## src/rtl/timer_counter.sv

```systemverilog
// Programmable down-counting timer with a 3-word register window and a maskable,
// level-sensitive interrupt. Supports one-shot and auto-reload modes.
module timer_counter (
    input  logic        clk,
    input  logic        reset,
    input  logic [31:0] Addr,
    input  logic        WE,
    input  logic [31:0] Din,
    output logic [31:0] Dout,
    output logic        IRQ
);
    typedef enum logic [1:0] {
        IDLE = 2'd0,
        LOAD = 2'd1,
        CNT  = 2'd2,
        INT  = 2'd3
    } state_t;

    localparam logic [1:0] IDX_CTRL   = 2'd0;
    localparam logic [1:0] IDX_PRESET = 2'd1;
    localparam logic [1:0] IDX_COUNT  = 2'd2;

    state_t      state, state_nxt;
    logic [3:0]  ctrl;
    logic [31:0] preset;
    logic [31:0] count, count_nxt;
    logic        irq_flag, flag_nxt;
    logic        en_clr;

    logic [1:0] idx;
    logic       en, im;
    logic [1:0] mode;
    logic       unused_addr;

    assign idx         = Addr[3:2];
    assign en          = ctrl[0];
    assign mode        = ctrl[2:1];
    assign im          = ctrl[3];
    assign unused_addr = ^{Addr[31:4], Addr[1:0]};

    // A bus write freezes the whole sequencer for that cycle.
    always_comb begin
        state_nxt = state;
        count_nxt = count;
        flag_nxt  = irq_flag;
        en_clr    = 1'b0;
        if (!WE) begin
            case (state)
                IDLE: if (en) begin
                    state_nxt = LOAD;
                    flag_nxt  = 1'b0;
                end
                LOAD: begin
                    count_nxt = preset;
                    state_nxt = CNT;
                end
                CNT: begin
                    if (!en) begin
                        state_nxt = IDLE;
                    end else if (count > 32'd1) begin
                        count_nxt = count - 32'd1;
                    end else begin
                        count_nxt = 32'd0;
                        flag_nxt  = 1'b1;
                        state_nxt = INT;
                    end
                end
                INT: begin
                    state_nxt = IDLE;
                    // Auto-reload drops the flag; every other mode is one-shot and keeps it.
                    if (mode == 2'b01) flag_nxt = 1'b0;
                    else               en_clr   = 1'b1;
                end
            endcase
        end
    end

    always_ff @(posedge clk) begin
        if (reset) begin
            state    <= IDLE;
            ctrl     <= 4'd0;
            preset   <= 32'd0;
            count    <= 32'd0;
            irq_flag <= 1'b0;
        end else begin
            state    <= state_nxt;
            count    <= count_nxt;
            irq_flag <= flag_nxt;
            if (WE && idx == IDX_CTRL) ctrl    <= Din[3:0];
            else if (en_clr)           ctrl[0] <= 1'b0;
            if (WE && idx == IDX_PRESET) preset <= Din;
        end
    end

    always_comb begin
        case (idx)
            IDX_CTRL:   Dout = {28'd0, ctrl};
            IDX_PRESET: Dout = preset;
            IDX_COUNT:  Dout = count;
            default:    Dout = 32'd0;
        endcase
    end

    assign IRQ = im & irq_flag;
endmodule

```

## config.mk

```make
export PLATFORM = sky130hd
export DESIGN_NAME = timer_counter
export DESIGN_NICKNAME = d
export VERILOG_FILES = /design/src/rtl/timer_counter.sv
export SDC_FILE = /design/constraint.sdc
export NUM_CORES = 1
export LEC_CHECK = 0
export ABC_AREA = 0
export BUFFER_PORTS_ARGS = -buffer_cell sky130_fd_sc_hd__buf_2
export CAP_MARGIN = 20
export CORE_MARGIN = 5
export CORE_UTILIZATION = 34
export CTS_BUF_LIST = sky130_fd_sc_hd__clkbuf_8
export CTS_CLUSTER_DIAMETER = 40
export DETAILED_ROUTE_END_ITERATION = 7
export GPL_TIMING_DRIVEN = 0
export PLACE_DENSITY = 0.54
export SLEW_MARGIN = 30
export SYNTH_ARGS = -nofsm -noshare
export SYNTH_HDL_FRONTEND = slang
export SYNTH_SLANG_ARGS = --single-unit
```

## constraint.sdc

```tcl
create_clock -name clk -period 2.7 [get_ports clk]
set_input_delay 0.27 -clock clk [delete_from_list [all_inputs] [get_ports clk]]
set_output_delay 0.27 -clock clk [all_outputs]
set_load 0.005 [all_outputs]
```

Yosys cells after proc, flatten, opt, wreduce, memory -nomap -nowiden

Cells that the tools add are included.

Logic and storage cells: 49
Bits of input ports: 67
Output and inout bits: 33
Flip-flop bits (word level): 71

$lt $le $gt $ge: 1
Muxes and demuxes: 18
Equality and inequality tests: 11
$add $sub $neg: 1
Reduce and logical (&&, ||, !) cells: 10
Bitwise gates (word level): 2

Operators by type and width:

| cell                  | number |
|---|---|
| $pmux 32 s3           | 1 |
| $mux 32               | 2 |
| $pmux 32 s2           | 1 |
| $gt 32x1->1 const B   | 1 |
| $sub 32x1->32 const B | 1 |
| $mux 1                | 9 |
| $ne 2x2->1 const B    | 4 |
| $pmux 2 s4            | 1 |
| $eq 2x1->1 const B    | 3 |
| $eq 2x2->1 const B    | 3 |
| $mux 2                | 3 |
| $reduce_and 3->1      | 2 |
| $reduce_and 6->1      | 1 |
| $logic_not 2->1       | 2 |
| $reduce_bool 2->1     | 2 |
| $ne 3x3->1 const B    | 1 |
| $pmux 1 s3            | 1 |
| $reduce_bool 3->1     | 1 |
| $logic_and 1x1->1     | 2 |
| $and 1x1->1           | 1 |
| $not 1->1             | 1 |

Longest topological paths before layout

Word-level depth: 6
Mapped depth: 8
Mapped depth without buffers: 7

Worst setup path after synthesis

No wires, ideal clock.

Path kind: reg2reg
Start: register count[24]
End: register state[0]
Setup time: 0.067 ns
Path slack: 0.186 ns
Buffers on the path: 2
Required time: 2.633 ns
Stages on the path, launching flop included: 8
Arrival time: 2.446 ns
Period minus slack after synthesis: 2.514 ns
Cells stage by stage: dfxtp_1 or4_1 buf_2 or3_1 or4_4 buf_6 a211o_1 a21oi_2

Word-level cells in the longest chain between the ends: 3

RTL lines:

| what                              | line | RTL |
|---|---|---|
| start, declared                   | 26   | `logic [31:0] count, count_nxt;` |
| start signal, assigned            | 87   | `count <= count_nxt;` |
| $gt 32x1->1                       | 60   | `end else if (count > 32'd1) begin` |
| $ne 3x3->1 (no source line)       | -    |  |
| $reduce_and 3->1 (no source line) | -    |  |
| end signal, assigned              | 86   | `state <= state_nxt;` |
| end, declared                     | 23   | `state_t state, state_nxt;` |

Every way passes these cells.
A chain may end at the register's enable or synchronous reset.

Worst setup path after layout

Start: register count[24]
End: register count[28]

Word-level cells in the longest chain between the ends: 4
Elaborated cells between the ends (all ways): 5
Classes of those cells: add/sub: 1; order compare: 1; mux: 3

RTL lines:

| what                                         | line   | RTL |
|---|---|---|
| $sub 32x1->32 or $gt 32x1->1 (tied branches) | 61, 60 |  |
| $mux 32 *                                    | 60     |  |
| $mux 32 *                                    | 58     | `if (!en) begin` |
| $pmux 32 s2 *                                | 48     | `case (state)` |

Every way passes the cells marked *; elsewhere a longest branch is shown, timed or not. The select of a mux whose other input is x is not followed.

==> impl_metrics.yaml <==
drt:
  wire_per_inst_microns: 21.1
  postRouteAntennaNets: 0
  vias_per_cell: 6.02
  drt_iter0_markers: 384
  wl_microns: 15900
  drtPass1Iterations: 5
  drc: 0
  vias: 4542
global_routing:
  first_global_vias: 4362
  grt_first_pass_wirelength_microns: 24300
  gr-total-overflow: 0
  antenna_found_initial: 0
  grt_max_degree: 11
  gr-usage-all-layers_pct: 21.9
timing:
  skew_ps: 8.92
  hold_violations: 0
  setup_violations: 0
  rsz0062_at_grt: "true"
  maxSlewViolCount: 0
  period_share_pct: 98.4
  worst_pin_slew_ps: 881
  setup_tns_ps: 0
  fmax_mhz: 376
  period_needed_ps: 2660
  setup_ws_ps: 42.1
  maxSlewHeadroom_pct: 40.9
final_layout:
  area.growth.synth_to_final_pct: 20.8
  regArea_sq_um: 1430
  utilization_pct: 42.2
  multi_input_area_sq_um: 2450
  fin_cells: 754
  drive_gt1_share_pct: 19.5
  nFillCells: 1184
  antenna_cells: 0
  final_area_sq_um: 4860
  nNetsFinal: 677
synth:
  synth_edf_count: 0
  ys_top_cells_by_area: "dfxtp_1 (35%), nand2_1 (8.2%), a21oi_1 (6.1%)"
  ys_types: 57
  synthArstFlopShare_pct: 0
  ys_seq_area_share_pct: 35.3
  synth_commonest_cells: "nand2_1 (88), dfxtp_1 (71), a21oi_1 (49), clkbuf_1 (44), a22o_1 (28)"
  syn_area_sq_um: 4020
  syn_nets: 596
  synth_flop_cell: "dfxtp_1"
  synth_top_area_share_pct: 35.3
  synth-seq-cells: 71
  yosysMostFrequentCell: "nand2_1"
  yosys_warnings: 0
  synth_top_area_cell: "dfxtp_1"
  synthCells: 527
  syn_area_per_cell_sq_um: 7.63
floorplan:
  core_area_sq_um: 11500
  rows: 39
  die_area_sq_um: 14100
  num_io_pins: 100
  start_util_pct: 34.9
  fp.dieH_microns: 119
  die_w_microns: 119
worst_setup_path:
  critical_path_required_ps: 2920
  crit_path_start_kind: "flop"
  r2r_start: "count[24]$_SDFFE_PP0P_"
  critPathCaptureType: "flop"
  worstPathMaxFanout: 7
  arrival_ps: 2880
  worstSetupPathType: "flop to flop"
  ff2ff_path_depth: 7
  r2r-end: "count[28]$_SDFFE_PP0P_"
  rrSetupSlack_ps: 40
flow_run:
  maxCapViolCount: 0
outcome:
  status: "finished, final reports clean"
hold_path:
  holdCritPathClass: "input port to flop"
  min_to: "preset[10]$_SDFFE_PP0P_"
  min_from: "Din[10]"
  min_path_cells: 3
power:
  power_density_nw_per_um2: 438
  peakVddDrop_uv: 338
  p_leak_nw: 1.88
placement:
  place.gp.congestion: 0.937
  port_buffers: 67
  placed_cells: 738
  placed_cell_area_sq_um: 4560
  place_ws_ps: -158
  hpwl_microns: 11200
clock_tree:
  cts_root_buf: "clkbuf_8"
  cts_sinks: 71
  h-tree-depth: 3
  clk_latency_ps: 360
  cts_tree: "yes"
  cts_buffers: 9
  clockBufferDepth: 2
  path_clk_slew_ps: 70
## worst max-delay path, stage by stage (launching register included)
cell and delay [ps]:
dfxtp_4 370, or4_4 530, buf_6 150, or3_4 370, nor4_2 630, buf_4 270
or3_1 130, a31oi_1 70
## how the worst max path moves through the flow
stage / from / end
finish: count[24]$_SDFFE_PP0P_ / count[28]$_SDFFE_PP0P_
CTS: count[16]$_SDFFE_PP0P_ / count[23]$_SDFFE_PP0P_
global placement: count[16]$_SDFFE_PP0P_ / count[28]$_SDFFE_PP0P_
detailed placement: count[0]$_SDFFE_PP0P_ / count[26]$_SDFFE_PP0P_
global route: count[24]$_SDFFE_PP0P_ / count[28]$_SDFFE_PP0P_
floorplan: count[24]$_SDFFE_PP0P_ / state[0]$_SDFFE_PP0P_
## what timing repair did
action,4_1_cts,5_1_grt
hold endpoints to repair,0,0
pin swaps,0,1
resized for setup,8,26
endpoints found under the setup margin,25,33
gates cloned,0,1
hold buffers,0,0
buffers inserted,0,2
## routing by layer
layer | track usage, % | vias up | wire length [microns]
met4 | 8.11 | 0 | 356
met5 | 0 | - | 0
met3 | 5.30 | 36 | 1330
met2 | 34.8 | 204 | 7260
li1 | - | 2137 | -
met1 | 29.0 | 2165 | 6950
## placed cells by master (no fill, tap or decap), types with 6 or more instances in the layout
cell type	n
nor4_1	14
clkbuf_1	40
or3_1	10
nand2_1	88
o32ai_1	7
nand3_1	18
a22oi_1	6
a21oi_1	49
nor3_1	8
o21ai_0	11
nand4_1	9
inv_1	12
a22o_1	28
and3_1	7
mux2i_1	7
o211ai_1	6
clkbuf_8	11
a31oi_1	24
buf_2	68
nor2_1	16
dfxtp_1	66
## metrics by stage
step	hold slack [ps]	total power [mW]
3_5_place_dp	466	1.36
5_1_grt	135	2.20
3_3_place_gp	465	1.36
6_report	141	2.13
4_1_cts	132	2.12
2_1_floorplan	406	1.25
## area by class of cell
type                            count  area share, %
Multi-Input combinational cell    395           50.4
Sequential cell                    71           29.4
Timing Repair Buffer               71           7.88
Buffer                             50           4.51
Tap cell                          143           3.68
Clock buffer                       11           3.12
Inverter                           10          0.772
Clock inverter                      3          0.257
## kinds of logic after synthesis
kind of cell             after synthesis  synth area share [%]
AO/OA/AOI/OAI                        168                  28.5
adder cells (fa/ha/maj)                2                 0.622
XOR/XNOR                               2                 0.436
buffers and inverters                 61                  5.97
multiplexers                           7                  1.74
AND/OR/NAND/NOR                      216                  27.4
flip-flops                            71                  35.3
## where the power goes
part	switching (mW)	leakage [nW]	internal, mW
logic	0.180	1.20	0.0990
registers	0.0204	0.577	1.07
clock network	0.394	0.0937	0.366
## sequential cells by signal (all words and copies together) (netlist names)
register  cells
count        32
ctrl          4
irq_flag      1
preset       32
state         2
Note: power is estimated with default switching activity, not from simulation.
